File: src/rtl/tetris_pkg.sv
// Shared encodings, board geometry and row helpers for the 8x4 board game sequencer.
// Row r occupies bits [4r+3:4r]. Row 0 is the top row.
package tetris_pkg;

    localparam int ROWS = 8;
    localparam int COLS = 4;
    localparam logic [31:0] COL0_MASK = 32'h1111_1111;
    localparam logic [31:0] COL3_MASK = 32'h8888_8888;

    typedef enum logic [2:0] {
        ST_GEN   = 3'd0,
        ST_PLAY  = 3'd1,
        ST_LOCK  = 3'd2,
        ST_CLEAR = 3'd3,
        ST_WAIT  = 3'd4,
        ST_OVER  = 3'd5,
        ST_IDLE  = 3'd7
    } state_e;

    typedef enum logic [1:0] {
        PC_SINGLE = 2'b00,
        PC_BAR2   = 2'b01,
        PC_SQUARE = 2'b10,
        PC_L      = 2'b11
    } piece_e;

    typedef enum logic [1:0] {
        DIR_LEFT  = 2'd0,
        DIR_RIGHT = 2'd1,
        DIR_DOWN  = 2'd2
    } dir_e;

    // Indexed by piece code: L, square, bar2, single.
    localparam logic [3:0][31:0] SPAWN_MASK = {32'h62, 32'h66, 32'h6, 32'h2};

    function automatic logic row_full(input logic [31:0] board, input int r);
        return &board[4*r +: 4];
    endfunction

    function automatic logic [3:0] fullrows(input logic [31:0] board);
        logic [3:0] n;
        n = '0;
        for (int r = 0; r < ROWS; r++) begin
            if (row_full(board, r)) n = n + 4'd1;
        end
        return n;
    endfunction

endpackage

File: src/rtl/game_piece_shift.sv
// Purpose: shift a piece mask one step left, right or down and flag edge or board collisions.
// Latency: combinational, zero cycles.
// Backpressure: none; the caller discards the result when blocked.
module game_piece_shift
    import tetris_pkg::*;
(
    input  logic [31:0] mask,
    input  logic [31:0] board,
    input  logic [1:0]  dir,
    output logic [31:0] next_mask,
    output logic        blocked
);

    logic edge_hit;

    always_comb begin
        next_mask = mask << 4;
        edge_hit  = |mask[31:28];
        case (dir)
            DIR_LEFT: begin
                next_mask = mask >> 1;
                edge_hit  = |(mask & COL0_MASK);
            end
            DIR_RIGHT: begin
                next_mask = mask << 1;
                edge_hit  = |(mask & COL3_MASK);
            end
            default: begin
                next_mask = mask << 4;
                edge_hit  = |mask[31:28];
            end
        endcase
        blocked = edge_hit | (|(next_mask & board));
    end

endmodule

File: src/rtl/game_ctrl.sv
// Purpose: game sequencer owning settled board and falling piece; spawn, move, gravity, lock, clear loop.
// Latency: state/board outputs are direct register views; piece_req and dp_req pulse one cycle after GEN/CLEAR.
// Backpressure: waits indefinitely in WAIT for dp_ack; GAME_CTRL_HARD_DROP_EN adds the hard-drop button.
module game_ctrl
    import tetris_pkg::*;
#(
    parameter int GRAVITY_TICKS = 16,
    parameter int LINES_W       = 8
) (
    input  logic               clka,
    input  logic               restart_n,
    input  logic               start,
    input  logic               btn_left,
    input  logic               btn_right,
    input  logic               btn_drop,
    input  logic [1:0]         piece_in,
    output logic               piece_req,
    output logic               dp_req,
    output logic [31:0]        dp_board_out,
    input  logic               dp_ack,
    input  logic [31:0]        dp_board_in,
    output logic [2:0]         state,
    output logic [31:0]        board_disp,
    output logic               game_over,
    output logic [LINES_W-1:0] lines
);

    localparam int TW = $clog2(GRAVITY_TICKS);
    localparam logic [TW-1:0] WRAP = TW'(GRAVITY_TICKS - 1);

    state_e             state_q, state_d;
    logic [31:0]        board_q, board_d;
    logic [31:0]        mask_q, mask_d;
    logic [TW-1:0]      timer_q, timer_d;
    logic [LINES_W-1:0] lines_q, lines_d;
    logic               piece_req_q, piece_req_d;
    logic               dp_req_q, dp_req_d;

    logic        drop_act;
    logic        move_try;
    logic [1:0]  shift_dir;
    logic [31:0] shift_mask;
    logic        shift_blk;
    logic [3:0]  rows_before, rows_after, rows_cleared;
    logic [LINES_W:0] lines_sum;

`ifdef GAME_CTRL_HARD_DROP_EN
    logic drop_q, drop_d;
    assign drop_act = drop_q;
`else
    logic unused_btn_drop;
    assign unused_btn_drop = btn_drop;
    assign drop_act = 1'b0;
`endif

    // Both buttons at once cancel; a hard drop overrides sideways moves.
    assign move_try  = btn_left ^ btn_right;
    assign shift_dir = (move_try && !drop_act) ? (btn_left ? DIR_LEFT : DIR_RIGHT) : DIR_DOWN;

    game_piece_shift u_shift (
        .mask      (mask_q),
        .board     (board_q),
        .dir       (shift_dir),
        .next_mask (shift_mask),
        .blocked   (shift_blk)
    );

    assign rows_before  = fullrows(board_q);
    assign rows_after   = fullrows(dp_board_in);
    assign rows_cleared = (rows_before > rows_after) ? rows_before - rows_after : 4'd0;
    assign lines_sum    = {1'b0, lines_q} + (LINES_W+1)'(rows_cleared);

    always_comb begin
        state_d     = state_q;
        board_d     = board_q;
        mask_d      = mask_q;
        timer_d     = timer_q;
        lines_d     = lines_q;
        piece_req_d = 1'b0;
        dp_req_d    = 1'b0;
`ifdef GAME_CTRL_HARD_DROP_EN
        drop_d      = drop_q;
`endif
        case (state_q)
            ST_IDLE: if (start) state_d = ST_GEN;
            ST_GEN: begin
                piece_req_d = 1'b1;
                mask_d      = SPAWN_MASK[piece_in];
                timer_d     = '0;
                state_d     = |(SPAWN_MASK[piece_in] & board_q) ? ST_OVER : ST_PLAY;
            end
            ST_PLAY: begin
`ifdef GAME_CTRL_HARD_DROP_EN
                if (btn_drop) drop_d = 1'b1;
`endif
                if (drop_act) begin
                    if (shift_blk) state_d = ST_LOCK;
                    else           mask_d  = shift_mask;
                end else if (move_try) begin
                    // A move at the wrap defers gravity to the next cycle.
                    if (!shift_blk) mask_d = shift_mask;
                    if (timer_q != WRAP) timer_d = timer_q + 1'b1;
                end else if (timer_q == WRAP) begin
                    timer_d = '0;
                    if (shift_blk) state_d = ST_LOCK;
                    else           mask_d  = shift_mask;
                end else begin
                    timer_d = timer_q + 1'b1;
                end
            end
            ST_LOCK: begin
                board_d = board_q | mask_q;
                mask_d  = '0;
                state_d = ST_CLEAR;
`ifdef GAME_CTRL_HARD_DROP_EN
                drop_d  = 1'b0;
`endif
            end
            ST_CLEAR: begin
                if (rows_before == 4'd0) begin
                    state_d = ST_GEN;
                end else begin
                    dp_req_d = 1'b1;
                    state_d  = ST_WAIT;
                end
            end
            ST_WAIT: begin
                if (dp_ack) begin
                    lines_d = lines_sum[LINES_W] ? '1 : lines_sum[LINES_W-1:0];
                    board_d = dp_board_in;
                    state_d = ST_CLEAR;
                end
            end
            ST_OVER: begin
                if (start) begin
                    board_d = '0;
                    mask_d  = '0;
                    lines_d = '0;
                    state_d = ST_GEN;
                end
            end
            default: state_d = ST_IDLE;
        endcase
    end

    always_ff @(posedge clka or negedge restart_n) begin
        if (!restart_n) begin
            state_q     <= ST_IDLE;
            board_q     <= '0;
            mask_q      <= '0;
            timer_q     <= '0;
            lines_q     <= '0;
            piece_req_q <= 1'b0;
            dp_req_q    <= 1'b0;
`ifdef GAME_CTRL_HARD_DROP_EN
            drop_q      <= 1'b0;
`endif
        end else begin
            state_q     <= state_d;
            board_q     <= board_d;
            mask_q      <= mask_d;
            timer_q     <= timer_d;
            lines_q     <= lines_d;
            piece_req_q <= piece_req_d;
            dp_req_q    <= dp_req_d;
`ifdef GAME_CTRL_HARD_DROP_EN
            drop_q      <= drop_d;
`endif
        end
    end

    assign state        = state_q;
    assign board_disp   = board_q | mask_q;
    assign dp_board_out = board_q;
    assign game_over    = (state_q == ST_OVER);
    assign lines        = lines_q;
    assign piece_req    = piece_req_q;
    assign dp_req       = dp_req_q;

endmodule

File: config.mk
export PLATFORM = sky130hd
export DESIGN_NAME = game_ctrl
export DESIGN_NICKNAME = d
export VERILOG_FILES = /design/src/rtl/tetris_pkg.sv /design/src/rtl/game_piece_shift.sv /design/src/rtl/game_ctrl.sv
export SDC_FILE = /design/constraint.sdc
export NUM_CORES = 1
export LEC_CHECK = 0
export BUFFER_PORTS_ARGS = -buffer_cell sky130_fd_sc_hd__buf_2
export CAP_MARGIN = 20
export CORE_MARGIN = 10
export CORE_UTILIZATION = 40
export CTS_BUF_LIST = sky130_fd_sc_hd__clkbuf_4
export DETAILED_ROUTE_END_ITERATION = 16
export PLACE_DENSITY_LB_ADDON = 0.1
export SLEW_MARGIN = 5
export SYNTH_ARGS = -nofsm -noshare
export SYNTH_HDL_FRONTEND = slang
export SYNTH_HIERARCHICAL = 1
export SYNTH_SLANG_ARGS = --single-unit
File: constraint.sdc
create_clock -name clka -period 8.55 [get_ports clka]
set_input_delay 2.565 -clock clka [delete_from_list [all_inputs] [get_ports clka]]
set_output_delay 2.565 -clock clka [all_outputs]
set_load 0.01 [all_outputs]
# Word-level counts from Yosys, hierarchy flattened
# Index checks and enable logic that the tools add are counted.
[classes] addsub=17 eq_ne=17 n_reduce_logical=34 mux=49 bitwise_logic=5 n_lt_le_gt_ge=2
[ops] operator="32-bit 2-to-1 mux" count=6
[ops] operator="32-bit one-hot mux with 4 select lines" count=1
[ops] operator="32-bit one-hot mux with 3 select lines" count=1
[ops] operator="4-bit 2-to-1 mux" count=18
[ops] operator="32-bit AND" count=2
[ops] operator="32-bit binary-select mux with 2-bit select" count=1
[ops] operator="32-bit one-hot mux with 2 select lines" count=1
[ops] operator="4-bit AND reduction" count=16
[ops] operator="32-bit OR reduction" count=2
[ops] operator="4-bit by 1-bit adder with 4-bit output, second input constant" count=14
[ops] operator="32-bit bitwise OR" count=1
[ops] operator="8-bit 2-to-1 mux" count=3
[ops] operator="3-bit 2-to-1 mux" count=7
[ops] operator="3-bit one-hot mux with 6 select lines" count=1
[ops] operator="8-bit one-hot mux with 2 select lines" count=1
[ops] operator="8-bit OR reduction" count=2
[ops] operator="2-bit inequality test, second input constant" count=5
[ops] operator="8-bit by 4-bit adder with 9-bit output" count=1
[ops] operator="3-bit == test, second input constant" count=3
[ops] operator="3-bit AND reduction" count=3
[ops] operator="4-bit one-hot mux with 2 select lines" count=1
[ops] operator="3-bit by 2-bit == test with 1-bit output, second input constant" count=2
[ops] operator="1-bit 2-to-1 mux" count=6
[ops] operator="3-bit inequality test, second input constant" count=2
[ops] operator="23 further kinds" count=24
[totals] register_bits=81 wordCells=131 input_bits=41 out_inout_bits=78

# Depth between registers and ports, before layout
# Gate-level depths: netlist of the first run.
[depth] depth_word=22 depth_mapped=33 mapped_depth_nobuf=33

# Cells and area by module
# Netlist of the first run, hierarchy kept.
[modules_own_cells] mod="game_ctrl" instances=1 cells_per_inst=673 area_per_inst_um2=5733.0 seq_area_each_um2=2030.7
[modules_own_cells] mod="game_piece_shift" instances=1 cells_per_inst=149 area_per_inst_um2=928.4 seq_area_each_um2=0.0

# Least setup slack after synthesis of the first run
# No wires, ideal clock.
[synth_path] path_kind="in2reg" from="input dp_board_in[3]" to="register lines_q[5] (netlist: lines[5])" setup_slack_ns=0.496 required_ns=8.429 path_stages=31 path_buffers=0 arrival_time_ns=7.933 setup_time_ns=0.121 path_cell_list="and4_1 > ha_1 > xor2_4 > inv_1 > ha_1 > xor2_1 > nor3_1 > a211oi_1 > ha_1 > nor2_1 > a31oi_1 > xor2_1 > mux2_2 > ha_1 > inv_1 > nor2_1 > xor2_1 > xnor2_1 > ha_1 > a21o_1 > a21oi_1 > a41oi_1 > nand2_1 > inv_1 > ha_1 > a21o_1 > a21oi_1 > nor2b_1 > o21ai_0 > o22ai_1 > a22o_1"
[synth_between] elab_chain_cells=22 word_cells_on_any_way=23 cone_classes="add/sub: 9; order compare: 1; mux: 12; reduce/logical: 1"
[synth_rtl] element="start: declaration" line_no="game_ctrl.sv:21" source="input logic [31:0] dp_board_in,"
[synth_rtl] element="4-bit AND reduction (*)" line_no="tetris_pkg.sv:37" source="return &board[4*r +: 4];"
[synth_rtl] element="1-bit 2-to-1 mux (*)" line_no="tetris_pkg.sv:44" source="if (row_full(board, r)) n = n + 4'd1;"
[synth_rtl] element="4-bit by 1-bit adder with 4-bit output" line_no="tetris_pkg.sv:44"
[synth_rtl] element="4-bit 2-to-1 mux (*)" line_no="tetris_pkg.sv:44"
[synth_rtl] element="4-bit by 1-bit adder with 4-bit output" line_no="tetris_pkg.sv:44"
[synth_rtl] element="4-bit 2-to-1 mux (*)" line_no="tetris_pkg.sv:44"
[synth_rtl] element="4-bit by 1-bit adder with 4-bit output" line_no="tetris_pkg.sv:44"
[synth_rtl] element="4-bit 2-to-1 mux (*)" line_no="tetris_pkg.sv:44"
[synth_rtl] element="(+6 left out)"
[synth_rtl] element="4-bit by 1-bit adder with 4-bit output" line_no="tetris_pkg.sv:44"
[synth_rtl] element="4-bit 2-to-1 mux (*)" line_no="tetris_pkg.sv:44"
[synth_rtl] element="4-bit subtractor / 4-bit > comparator (equally long branches)" line_no="game_ctrl.sv:70" source="assign rows_cleared = (rows_before > rows_after) ? rows_before - rows_after : 4'd0;"
[synth_rtl] element="4-bit 2-to-1 mux (*)" line_no="game_ctrl.sv:70"
[synth_rtl] element="8-bit by 4-bit adder with 9-bit output (*)" line_no="game_ctrl.sv:71" source="assign lines_sum = {1'b0, lines_q} + (LINES_W+1)'(rows_cleared);"
[synth_rtl] element="8-bit 2-to-1 mux (*)" line_no="game_ctrl.sv:129" source="lines_d = lines_sum[LINES_W] ? '1 : lines_sum[LINES_W-1:0];"
[synth_rtl] element="8-bit 2-to-1 mux (*)" line_no="game_ctrl.sv:128" source="if (dp_ack) begin"
[synth_rtl] element="8-bit one-hot mux with 2 select lines (*)" line_no="game_ctrl.sv:84" source="case (state_q)"
[synth_rtl] element="end signal: assignment" line_no="game_ctrl.sv:163" source="lines_q <= lines_d;"
[synth_rtl] element="end: declaration" line_no="game_ctrl.sv:35" source="logic [LINES_W-1:0] lines_q, lines_d;"
# Mark *: on every way between the ends. The rest lies on a longest branch, timed or not. The select of a mux whose other input is x is not followed.
# A chain may end at the register's enable or synchronous reset.

# Final worst setup path of the first run
[layout_path] from="input dp_board_in[6]" to="register lines_q[5] (netlist: lines[5])"
[layout_between] elab_chain_cells=20 word_cells_on_any_way=21 cone_classes="add/sub: 8; order compare: 1; mux: 11; reduce/logical: 1"
[layout_rtl] element="4-bit AND reduction (*)" line_no="tetris_pkg.sv:37"
[layout_rtl] element="4-bit 2-to-1 mux (*)" line_no="tetris_pkg.sv:44"
[layout_rtl] element="4-bit by 1-bit adder with 4-bit output" line_no="tetris_pkg.sv:44"
[layout_rtl] element="4-bit 2-to-1 mux (*)" line_no="tetris_pkg.sv:44"
[layout_rtl] element="4-bit by 1-bit adder with 4-bit output" line_no="tetris_pkg.sv:44"
[layout_rtl] element="4-bit 2-to-1 mux (*)" line_no="tetris_pkg.sv:44"
[layout_rtl] element="4-bit by 1-bit adder with 4-bit output" line_no="tetris_pkg.sv:44"
[layout_rtl] element="4-bit 2-to-1 mux (*)" line_no="tetris_pkg.sv:44"
[layout_rtl] element="(+4 left out)"
[layout_rtl] element="4-bit by 1-bit adder with 4-bit output" line_no="tetris_pkg.sv:44"
[layout_rtl] element="4-bit 2-to-1 mux (*)" line_no="tetris_pkg.sv:44"
[layout_rtl] element="4-bit subtractor / 4-bit > comparator (equally long branches)" line_no="game_ctrl.sv:70"
[layout_rtl] element="4-bit 2-to-1 mux (*)" line_no="game_ctrl.sv:70"
[layout_rtl] element="8-bit by 4-bit adder with 9-bit output (*)" line_no="game_ctrl.sv:71"
[layout_rtl] element="8-bit 2-to-1 mux (*)" line_no="game_ctrl.sv:129"
[layout_rtl] element="8-bit 2-to-1 mux (*)" line_no="game_ctrl.sv:128"
[layout_rtl] element="8-bit one-hot mux with 2 select lines (*)" line_no="game_ctrl.sv:84"
# Marks and branches as above.

==> results of run 1 <==
## Yosys cell counts, drive strengths merged (6+ instances only)
cell | number | share of area [%]
o21ai | 119 | 8.9
or2 | 33 | 3.1
xnor2 | 29 | 4.7
clkbuf | 30 | 2.0
a22o | 9 | 1.2
inv | 66 | 3.8
nor3 | 7 | 0.53
ha | 28 | 5.3
nand4 | 20 | 1.9
mux2i | 23 | 3.5
nor2b | 13 | 1.2
a22oi | 40 | 4.5
nand2 | 117 | 6.6
a211oi | 11 | 1.3
nor4 | 9 | 0.85
a21o | 6 | 0.70
buf | 13 | 1.6
nand3 | 7 | 0.53
xor2 | 12 | 2.6
nor2 | 27 | 1.5
a21oi | 25 | 1.9
dfrtp | 78 | 29
a31oi | 8 | 0.75
nand2b | 37 | 3.5
and4 | 7 | 0.96
## worst reg2reg max path: cells and delay by family (launching register included)
kind	cells	cell delay, ns
simple gates	8	1.55
buf+inv	5	0.38
fa+ha+maj	6	1.83
xor+xnor	5	1.28
flops	1	0.50
compound gates	7	1.12
## report_power, final
part           internal (mW)  switching (mW)  total, mW
registers              0.519           0.324      0.844
logic                  0.589           0.760       1.35
clock network         0.0908           0.148      0.239
## routing by layer
layer	vias to the layer above	part of all wire (%)	track usage (%)
li1	3099	-	-
met1	3042	47	29.3
met2	248	43	29.8
met3	28	7.9	4.43
met4	0	1.7	5.69
met5	-	0	0
## final cells by class
class	instances	share of cell area, %
inverter	66	3.30
multi-input combinational	632	55.0
antenna	1	0.0330
tap	220	3.63
sequential	81	26.8
clock inverter	6	0.792
clock buffer	10	0.990
timing repair buffer	134	9.44
## state kept, by name, indices dropped and copies added (netlist names)
| name | flops |
|---|---|
| timer_q | 4 |
| dp_board_out | 32 |
| lines | 8 |
| piece_req | 1 |
| mask_q | 32 |
| dp_req | 1 |
| state | 3 |
## kinds of logic after synthesis
family,after synthesis
fa+ha+maj,30
buf+inv,109
flops,81
compound gates,247
mux,24
simple gates,288
xor+xnor,43
## per-stage QoR
| step | area [sq um] | util (%) |
|---|---|---|
| 3_5_place_dp | 7450 | 45.2 |
| 4_1_cts | 7580 | 46.0 |
| 3_3_place_gp | 7450 | 45.2 |
| 6_report | 7580 | 46.1 |
| 2_1_floorplan | 6660 | - |
| 5_1_grt | 7580 | 46.0 |
## how the worst max path moves through the flow
stage                   startpoint  endpoint  slack [ns]
floorplan           dp_board_in[3]  lines[5]        0.50
global placement    dp_board_in[6]  lines[4]        0.12
detailed placement  dp_board_in[6]  lines[5]         0.1
CTS                 dp_board_in[6]  lines[5]        0.60
global route        dp_board_in[7]  lines[2]        0.05
finish              dp_board_in[6]  lines[5]        0.56
## cells in the final DEF, fill, tap and decap left out, drive strengths merged, types with 5 or more instances in the layout
cell,instances
nand4,20
nor4,9
and4,7
a21o,6
a22oi,40
o22ai,5
inv,66
a22o,9
o21ai,119
nand2b,37
ha,28
a21oi,25
a211oi,11
xnor2,29
or2,33
nor2b,13
clkbuf,10
buf,134
nand2,117
nor2,27
nand3,7
a31oi,8
dfrtp,78
mux2i,23
nor3,7
xor2,12
==> run_summary.xml, run 1 <==
<?xml version="1.0" encoding="UTF-8"?>
<metrics>
  <group name="worst_hold_path">
    <metric name="min_path_cells" unit="">2</metric>
    <metric name="hold_crit_start" unit="">lines[2]</metric>
    <metric name="end_point_of_the_most_critical_hold_path" unit="">lines[2]</metric>
    <metric name="hold_path.class" unit="">reg -&gt; reg</metric>
  </group>
  <group name="logic_synthesis">
    <metric name="synth.yosys.seq_area_share" unit="%">30.5</metric>
    <metric name="post_synth_fa_ha_maj_area_fraction" unit="%">5.86</metric>
    <metric name="synthSimpleGateAreaFrac" unit="%">21.8</metric>
    <metric name="xor_xnor_fraction_of_synth_area" unit="%">7.96</metric>
    <metric name="average_size_of_a_mapped_cell" unit="sq um">8.10</metric>
    <metric name="mappedNetlistNets" unit="">893</metric>
    <metric name="async_set_reset_flop_share_out_of_synthesis" unit="%">100</metric>
    <metric name="synth_warnings" unit="">6</metric>
    <metric name="synth-compound-area-share" unit="%">22.9</metric>
    <metric name="muxShareOfSynthArea" unit="%">3.63</metric>
    <metric name="synth_flop_cell" unit="">dfrtp_1</metric>
    <metric name="synthesis.instances" unit="">822</metric>
    <metric name="synth-seq-cells" unit="">81</metric>
    <metric name="largest_family_of_logic_cells_by_synthesized_area" unit="">compound AO/OA/AOI/OAI gates</metric>
    <metric name="synthesis.area" unit="sq um">6660</metric>
    <metric name="synth_edf_count" unit="">0</metric>
    <metric name="post_synth_num_cell_types" unit="">66</metric>
  </group>
  <group name="drt">
    <metric name="drcViolationCount" unit="">0</metric>
    <metric name="wirelength" unit="um">23200</metric>
    <metric name="vias_after_detailed_routing" unit="">6417</metric>
    <metric name="drt_pre_antenna_iters" unit="">5</metric>
    <metric name="detailedRoute.firstIterationViolations" unit="">527</metric>
    <metric name="drt-wirelength-per-cell" unit="um">20.1</metric>
    <metric name="ant_nets" unit="">0</metric>
    <metric name="routed_via_density" unit="">5.58</metric>
  </group>
  <group name="worst_setup_path">
    <metric name="crit_buf_inv" unit="">5</metric>
    <metric name="regToRegSetupSlack" unit="ns">1.81</metric>
    <metric name="worst_r2r_startpoint" unit="">dp_board_out[1]</metric>
    <metric name="worst-path-stages" unit="">31</metric>
    <metric name="cp_max_fo" unit="">4</metric>
    <metric name="crit_path_top_delay_cell" unit="">fa_1</metric>
    <metric name="crit_top_cell" unit="">ha_1</metric>
    <metric name="required" unit="ns">8.92</metric>
    <metric name="reg2regPathDepth" unit="">31</metric>
    <metric name="timing.critical_path.to_type" unit="">register</metric>
    <metric name="crit_arrival" unit="ns">8.35</metric>
    <metric name="slowest_delay" unit="ns">0.45</metric>
    <metric name="critPathTopFamily" unit="">compound AO/OA/AOI/OAI gates</metric>
    <metric name="critical_path.startpoint_type" unit="">primary input</metric>
    <metric name="crit-reg2reg-capture" unit="">lines[3]</metric>
    <metric name="timing.setup.critical_path_class" unit="">in -&gt; reg</metric>
  </group>
  <group name="sta">
    <metric name="worst_slew_margin_rel" unit="%">30.3</metric>
    <metric name="setup_ws" unit="ns">0.563</metric>
    <metric name="fin_crit" unit="ns">7.99</metric>
    <metric name="timing.final.max_slew_violations" unit="">0</metric>
    <metric name="whs" unit="ns">0.579</metric>
    <metric name="clock-skew-final" unit="ns">0.0249</metric>
    <metric name="setup_violation_total_in_the_final_timing_report" unit="">0</metric>
    <metric name="worst_slew_pin_slew" unit="ns">1.04</metric>
    <metric name="finalCritPeriodShare" unit="%">93.4</metric>
    <metric name="fin_tns_setup" unit="ns">0</metric>
    <metric name="achievable-frequency" unit="MHz">125</metric>
    <metric name="hold_violations" unit="">0</metric>
    <metric name="rsz0062_at_grt" unit="">no</metric>
  </group>
  <group name="global_routing">
    <metric name="wire_length_of_the_first_global_routing_pass" unit="um">35600</metric>
    <metric name="grt_pass1_vias" unit="">6014</metric>
    <metric name="antenna_found_initial" unit="">1</metric>
    <metric name="global_router_s_overall_resource_usage" unit="%">20.4</metric>
    <metric name="grt_max_degree" unit="">65</metric>
    <metric name="grt_overflow_total" unit="">0</metric>
  </group>
  <group name="status">
    <metric name="run_status" unit="">finished, final reports clean</metric>
  </group>
  <group name="clocking">
    <metric name="root_buffer" unit="">clkbuf_4</metric>
    <metric name="ctsHoldBuffers" unit="">0</metric>
    <metric name="post_cts_buffers" unit="">0</metric>
    <metric name="cts-root-to-sink-buffers" unit="">2</metric>
    <metric name="clk-insertion-delay-late" unit="ns">0.48</metric>
    <metric name="worst_setup_hold_path_clk_slew" unit="ns">0.13</metric>
    <metric name="clock_sink_count" unit="">81</metric>
    <metric name="cts_htree_levels" unit="">3</metric>
    <metric name="cts.repair.resized" unit="">0</metric>
    <metric name="tritoncts" unit="">done</metric>
    <metric name="cts_buffers" unit="">9</metric>
  </group>
  <group name="placement">
    <metric name="dp_slack" unit="ns">0.0995</metric>
    <metric name="placedCellCount" unit="">1133</metric>
    <metric name="io_buffers" unit="">117</metric>
    <metric name="gp_congestion" unit="">0.894</metric>
    <metric name="place_hpwl" unit="um">17200</metric>
  </group>
  <group name="power">
    <metric name="p_per_area" unit="nW/um^2">321</metric>
    <metric name="design_power_total" unit="mW">2.43</metric>
    <metric name="vdd_ir_drop_max" unit="mV">0.249</metric>
    <metric name="leakage" unit="nW">3.38</metric>
  </group>
  <group name="die">
    <metric name="die-area" unit="sq um">22200</metric>
    <metric name="io_pins" unit="">119</metric>
    <metric name="die-height" unit="um">149</metric>
    <metric name="placementRows" unit="">47</metric>
    <metric name="chipWidth" unit="um">149</metric>
    <metric name="core_area" unit="sq um">16500</metric>
    <metric name="initial_core_util" unit="%">40.5</metric>
  </group>
  <group name="finish">
    <metric name="layoutNonFillerInstCount" unit="">1150</metric>
    <metric name="fill_cells" unit="">1718</metric>
    <metric name="post_layout_net_count" unit="">995</metric>
    <metric name="multiInputGateArea" unit="sq um">4180</metric>
    <metric name="final_layout_size_suffix_gt1_share" unit="%">22.2</metric>
    <metric name="area_delta_synth_final" unit="%">13.9</metric>
    <metric name="seqCellArea" unit="sq um">2030</metric>
  </group>
  <group name="job">
    <metric name="max_cap_viol_count" unit="">0</metric>
  </group>
</metrics>
(Power assumes the default switching activity.)
==> run 2, diff against run 1 <==
Settings changed: PLACE_DENSITY_LB_ADDON 0.1 to default.
==> run_summary.xml, run 2 (same netlist as run 1, synthesis figures left out) <==
<?xml version="1.0" encoding="UTF-8"?>
<metrics>
  <group name="finish">
    <metric name="final_layout_size_suffix_gt1_share" unit="%">22.0</metric>
    <metric name="fill_cells" unit="">1720</metric>
    <metric name="fin_area" unit="sq um">7620</metric>
    <metric name="area_delta_synth_final" unit="%">14.4</metric>
    <metric name="post_layout_net_count" unit="">994</metric>
    <metric name="layout_common_cells" unit="">nand2_1 (116), o21ai_0 (116), buf_2 (116)</metric>
  </group>
  <group name="clocking">
    <metric name="clock_sink_count" unit="">81</metric>
    <metric name="cts_buffers" unit="">9</metric>
    <metric name="post_cts_buffers" unit="">0</metric>
    <metric name="tritoncts" unit="">done</metric>
    <metric name="clk-insertion-delay-late" unit="ns">0.49</metric>
    <metric name="cts.repair.resized" unit="">0</metric>
    <metric name="ctsHoldBuffers" unit="">0</metric>
    <metric name="cts_htree_levels" unit="">3</metric>
    <metric name="worst_setup_hold_path_clk_slew" unit="ns">0.12</metric>
    <metric name="cts-root-to-sink-buffers" unit="">2</metric>
    <metric name="root_buffer" unit="">clkbuf_4</metric>
  </group>
  <group name="die">
    <metric name="initial_core_util" unit="%">40.5</metric>
    <metric name="chipWidth" unit="um">149</metric>
    <metric name="placementRows" unit="">47</metric>
    <metric name="io_pins" unit="">119</metric>
    <metric name="core_area" unit="sq um">16500</metric>
    <metric name="die-height" unit="um">149</metric>
    <metric name="die-area" unit="sq um">22200</metric>
  </group>
  <group name="drt">
    <metric name="drt_pre_antenna_iters" unit="">5</metric>
    <metric name="ant_nets" unit="">0</metric>
    <metric name="drt-wirelength-per-cell" unit="um">19.5</metric>
    <metric name="wirelength" unit="um">22400</metric>
    <metric name="detailedRoute.firstIterationViolations" unit="">460</metric>
    <metric name="routed_via_density" unit="">5.58</metric>
    <metric name="drcViolationCount" unit="">0</metric>
    <metric name="vias_after_detailed_routing" unit="">6417</metric>
  </group>
  <group name="worst_setup_path">
    <metric name="slowest_delay" unit="ns">0.33</metric>
    <metric name="cp_max_fo" unit="">4</metric>
    <metric name="critical_path.startpoint_type" unit="">primary input</metric>
    <metric name="required" unit="ns">8.95</metric>
    <metric name="timing.critical_path.to_type" unit="">register</metric>
    <metric name="crit_top_cell" unit="">ha_1</metric>
    <metric name="crit_arrival" unit="ns">8.44</metric>
    <metric name="crit_path_top_delay_cell" unit="">ha_1</metric>
    <metric name="timing.setup.critical_path_class" unit="">in -&gt; reg</metric>
    <metric name="reg2regPathDepth" unit="">28</metric>
  </group>
  <group name="job">
    <metric name="max_cap_viol_count" unit="">0</metric>
  </group>
  <group name="global_routing">
    <metric name="antenna_found_initial" unit="">1</metric>
    <metric name="global_router_s_overall_resource_usage" unit="%">19.7</metric>
    <metric name="grt_max_degree" unit="">65</metric>
    <metric name="grt_overflow_total" unit="">0</metric>
    <metric name="grt_pass1_vias" unit="">6089</metric>
    <metric name="wire_length_of_the_first_global_routing_pass" unit="um">34800</metric>
  </group>
  <group name="worst_hold_path">
    <metric name="min_path_cells" unit="">2</metric>
    <metric name="hold_path.class" unit="">reg -&gt; reg</metric>
  </group>
  <group name="sta">
    <metric name="fin_crit" unit="ns">8.03</metric>
    <metric name="worst_slew_margin_rel" unit="%">28.9</metric>
    <metric name="fin_tns_setup" unit="ns">0</metric>
    <metric name="worst_slew_pin_slew" unit="ns">1.07</metric>
    <metric name="timing.final.max_slew_violations" unit="">0</metric>
    <metric name="setup_violation_total_in_the_final_timing_report" unit="">0</metric>
    <metric name="clock-skew-final" unit="ns">0.0226</metric>
    <metric name="rsz0062_at_grt" unit="">no</metric>
    <metric name="finalCritPeriodShare" unit="%">93.9</metric>
    <metric name="hold_violations" unit="">0</metric>
    <metric name="achievable-frequency" unit="MHz">124</metric>
  </group>
  <group name="placement">
    <metric name="gp_congestion" unit="">0.931</metric>
    <metric name="placement.cell_area" unit="sq um">7440</metric>
    <metric name="io_buffers" unit="">117</metric>
    <metric name="place_hpwl" unit="um">16600</metric>
  </group>
  <group name="power">
    <metric name="p_per_area" unit="nW/um^2">324</metric>
    <metric name="vdd_ir_drop_max" unit="mV">0.148</metric>
    <metric name="leakage" unit="nW">3.40</metric>
  </group>
  <group name="status">
    <metric name="run_status" unit="">finished, final reports clean</metric>
  </group>
</metrics>
==> run 2: changes by cell type in the layout (fill, tap and decap cells not counted) <==
| cell | before | now |
|---|---|---|
| bufinv_16 | 1 | 3 |
| buf_4 | 18 | 17 |
| clkinv_1 | 0 | 1 |
| clkinvlp_4 | 2 | 1 |
| clkinv_2 | 3 | 1 |
==> run 2: power by group <==
group          total [mW]  internal (mW)  switching (mW)
clock               0.301          0.150           0.151
sequential          0.825          0.520           0.305
combinational        1.35          0.592           0.755
total                2.47           1.26            1.21
==> run 2: path summary, 6_finish.rpt <==
check	startpoint	to	slack, ns
worst max-delay path	dp_board_in[4]	lines[4]	0.52
worst min-delay path	lines[3]	lines[3]	0.58
worst max register to register	dp_board_out[1]	lines[4]	1.82
worst min register to register	lines[3]	lines[3]	0.58
max in group asynchronous	restart_n	lines[2]	5.48
min in group asynchronous	restart_n	mask_q[26]	2.02
==> run 2: per-stage QoR <==
step | hold WS, ns | utilization, % | power [mW] | worst slack [ns] | instances
floorplan | 0.513 | - | 1.64 | 0.496 | 822
global placement | 0.553 | 45.2 | 2.16 | 0.124 | 1132
detailed placement | 0.566 | 45.2 | 2.17 | 0.00427 | 1132
CTS | 0.584 | 46.3 | 2.48 | 0.495 | 1148
global route | 0.624 | 46.3 | 2.67 | 0.146 | 1149
finish | 0.575 | 46.3 | 2.47 | 0.517 | 1149
==> run 2: cell type report <==
| type | count | area, sq um | share of cell area [%] |
|---|---|---|---|
| clock buffers | 10 | 75.1 | 0.985 |
| inverters | 66 | 250 | 3.28 |
| repair buffers | 133 | 708 | 9.29 |
| well taps | 220 | 275 | 3.61 |
| flip-flops and latches | 81 | 2030 | 26.6 |
| multi-input cells | 632 | 4180 | 54.8 |
| diodes | 1 | 2.50 | 0.0328 |
| clock inverters | 6 | 106 | 1.40 |
==> run 2: routing by layer <==
layer / track usage, % / part of all wire, % / vias to the layer above
met4: 4.07 / 1.3 / 0
met3: 5.61 / 7.8 / 17
met1: 26.8 / 46 / 3059
li1: - / - / 3106
met2: 30.6 / 45 / 235
met5: 0 / 0 / -
==> run 2: worst max-delay path: cells and delay by family <==
| family | cells | cell delay, ns |
|---|---|---|
| compound gates | 8 | 1.57 |
| simple gates | 8 | 1.01 |
| fa+ha+maj | 6 | 1.71 |
| buf+inv | 4 | 0.37 |
| mux | 1 | 0.29 |
| xor+xnor | 5 | 0.91 |
==> run 3, diff against run 2 <==
Settings changed: PLACE_DENSITY from default to 0.65.
==> run_summary.xml, run 3 (same netlist as run 1, synthesis figures left out) <==
<?xml version="1.0" encoding="UTF-8"?>
<metrics>
  <group name="sta">
    <metric name="worst_slew_pin_slew" unit="ns">1.06</metric>
    <metric name="fin_tns_setup" unit="ns">0</metric>
    <metric name="timing.final.max_slew_violations" unit="">0</metric>
    <metric name="worst_slew_margin_rel" unit="%">29.2</metric>
    <metric name="clock-skew-final" unit="ns">0.0203</metric>
    <metric name="finalCritPeriodShare" unit="%">93.4</metric>
    <metric name="fin_crit" unit="ns">7.98</metric>
    <metric name="hold_violations" unit="">0</metric>
    <metric name="rsz0062_at_grt" unit="">no</metric>
    <metric name="achievable-frequency" unit="MHz">125</metric>
    <metric name="setup_violation_total_in_the_final_timing_report" unit="">0</metric>
  </group>
  <group name="power">
    <metric name="leakage" unit="nW">3.38</metric>
    <metric name="share_comb_of_total_power" unit="%">56.2</metric>
    <metric name="p_per_area" unit="nW/um^2">318</metric>
    <metric name="fraction_of_power_spent_switching_nets" unit="%">50.1</metric>
    <metric name="pwr-share-seq" unit="%">33.9</metric>
    <metric name="share_clk_of_total_power" unit="%">9.9</metric>
    <metric name="netSwitchingPower" unit="mW">1.21</metric>
    <metric name="design_power_total" unit="mW">2.41</metric>
    <metric name="vdd_ir_drop_max" unit="mV">0.178</metric>
    <metric name="internal-power" unit="mW">1.20</metric>
  </group>
  <group name="worst_setup_path">
    <metric name="slowest_delay" unit="ns">0.48</metric>
    <metric name="crit_top_cell" unit="">ha_1</metric>
    <metric name="timing.critical_path.to_type" unit="">register</metric>
    <metric name="required" unit="ns">8.94</metric>
    <metric name="crit_arrival" unit="ns">8.38</metric>
    <metric name="cp_max_fo" unit="">4</metric>
    <metric name="critical_path.startpoint_type" unit="">primary input</metric>
    <metric name="crit_path_top_delay_cell" unit="">fa_1</metric>
    <metric name="timing.setup.critical_path_class" unit="">in -&gt; reg</metric>
  </group>
  <group name="die">
    <metric name="die-height" unit="um">149</metric>
    <metric name="placementRows" unit="">47</metric>
    <metric name="initial_core_util" unit="%">40.5</metric>
    <metric name="die-area" unit="sq um">22200</metric>
    <metric name="io_pins" unit="">119</metric>
    <metric name="chipWidth" unit="um">149</metric>
    <metric name="core_area" unit="sq um">16500</metric>
  </group>
  <group name="clocking">
    <metric name="cts_buffers" unit="">9</metric>
    <metric name="tritoncts" unit="">done</metric>
    <metric name="clk-insertion-delay-late" unit="ns">0.50</metric>
    <metric name="worst_setup_hold_path_clk_slew" unit="ns">0.13</metric>
    <metric name="ctsHoldBuffers" unit="">0</metric>
    <metric name="post_cts_buffers" unit="">0</metric>
    <metric name="cts.repair.resized" unit="">0</metric>
    <metric name="root_buffer" unit="">clkbuf_4</metric>
    <metric name="cts_htree_levels" unit="">3</metric>
    <metric name="cts-root-to-sink-buffers" unit="">2</metric>
    <metric name="clock_sink_count" unit="">81</metric>
  </group>
  <group name="global_routing">
    <metric name="antenna_found_initial" unit="">1</metric>
    <metric name="grt_max_degree" unit="">65</metric>
    <metric name="wire_length_of_the_first_global_routing_pass" unit="um">34700</metric>
    <metric name="grt_overflow_total" unit="">0</metric>
    <metric name="grt_pass1_vias" unit="">6063</metric>
    <metric name="global_router_s_overall_resource_usage" unit="%">19.6</metric>
  </group>
  <group name="placement">
    <metric name="gp_congestion" unit="">0.906</metric>
    <metric name="place_hpwl" unit="um">16400</metric>
    <metric name="io_buffers" unit="">117</metric>
  </group>
  <group name="finish">
    <metric name="layout_common_cells" unit="">nand2_1 (116), o21ai_0 (116), buf_2 (116)</metric>
    <metric name="area_delta_synth_final" unit="%">13.5</metric>
    <metric name="post_layout_net_count" unit="">993</metric>
    <metric name="final_layout_size_suffix_gt1_share" unit="%">21.9</metric>
  </group>
  <group name="drt">
    <metric name="detailedRoute.firstIterationViolations" unit="">634</metric>
    <metric name="vias_after_detailed_routing" unit="">6479</metric>
    <metric name="routed_via_density" unit="">5.65</metric>
    <metric name="drt-wirelength-per-cell" unit="um">19.5</metric>
    <metric name="ant_nets" unit="">0</metric>
    <metric name="drt_pre_antenna_iters" unit="">9</metric>
    <metric name="drcViolationCount" unit="">0</metric>
    <metric name="wirelength" unit="um">22300</metric>
  </group>
  <group name="worst_hold_path">
    <metric name="hold_path.class" unit="">reg -&gt; reg</metric>
  </group>
  <group name="job">
    <metric name="max_cap_viol_count" unit="">0</metric>
  </group>
  <group name="status">
    <metric name="run_status" unit="">finished, final reports clean</metric>
  </group>
</metrics>
==> run 3: through the flow <==
step / cells / hold slack (ns) / util [%] / worst slack [ns] / cell area (sq um)
2_1_floorplan: 822 / 0.513 / - / 0.496 / 6660
3_3_place_gp: 1131 / 0.559 / 45.1 / 0.126 / 7430
3_5_place_dp: 1131 / 0.567 / 45.1 / 0.0485 / 7430
4_1_cts: 1146 / 0.586 / 45.9 / 0.554 / 7560
5_1_grt: 1147 / 0.608 / 45.9 / 0.0645 / 7560
6_report: 1147 / 0.573 / 45.9 / 0.566 / 7560
==> run 3: power groups by stage <==
stage	sequential (mW)	clock, mW	combinational (mW)
detailed placement	0.817	0	1.35
global route	0.839	0.258	1.50
floorplan	0.710	0	0.930
finish	0.817	0.239	1.35
CTS	0.809	0.244	1.36
global placement	0.817	0	1.33
==> run 3: metal layers <==
layer / wire [um] / track usage (%) / vias to the layer above
li1: - / - / 3092
met1: 10000 / 26.7 / 3033
met2: 9770 / 29.6 / 309
met3: 2020 / 5.43 / 45
met4: 483 / 5.69 / 0
met5: 0 / 0 / -
==> run 3: path summary, 6_finish.rpt <==
kind / from / to / slack, ns / cells past startpoint
worst max-delay path: dp_board_in[6] / lines[5] / 0.57 / 31
worst min-delay path: lines[0] / lines[0] / 0.57 / 2
worst max register to register: dp_board_out[1] / lines[5] / 1.88 / 30
worst min register to register: lines[0] / lines[0] / 0.57 / 2
max in group asynchronous: restart_n / dp_board_out[19] / 5.52 / 2
min in group asynchronous: restart_n / mask_q[10] / 1.96 / 1
==> run 3: worst max-delay path: cells and delay by family <==
kind            cells  cell delay (ns)
mux                 1             0.28
simple gates        5             0.66
compound gates     11             1.86
xor+xnor            3             0.53
buf+inv             5             0.52
fa+ha+maj           6             1.93
==> run 3: area by class of cell <==
cell class,count,area [sq um]
fillers,1688,8900
clock inverters,4,45.0
diodes,1,2.50
well taps,220,275
clock buffers,11,82.6
flip-flops and latches,81,2030
multi-input cells,632,4180
inverters,66,250
repair buffers,132,701
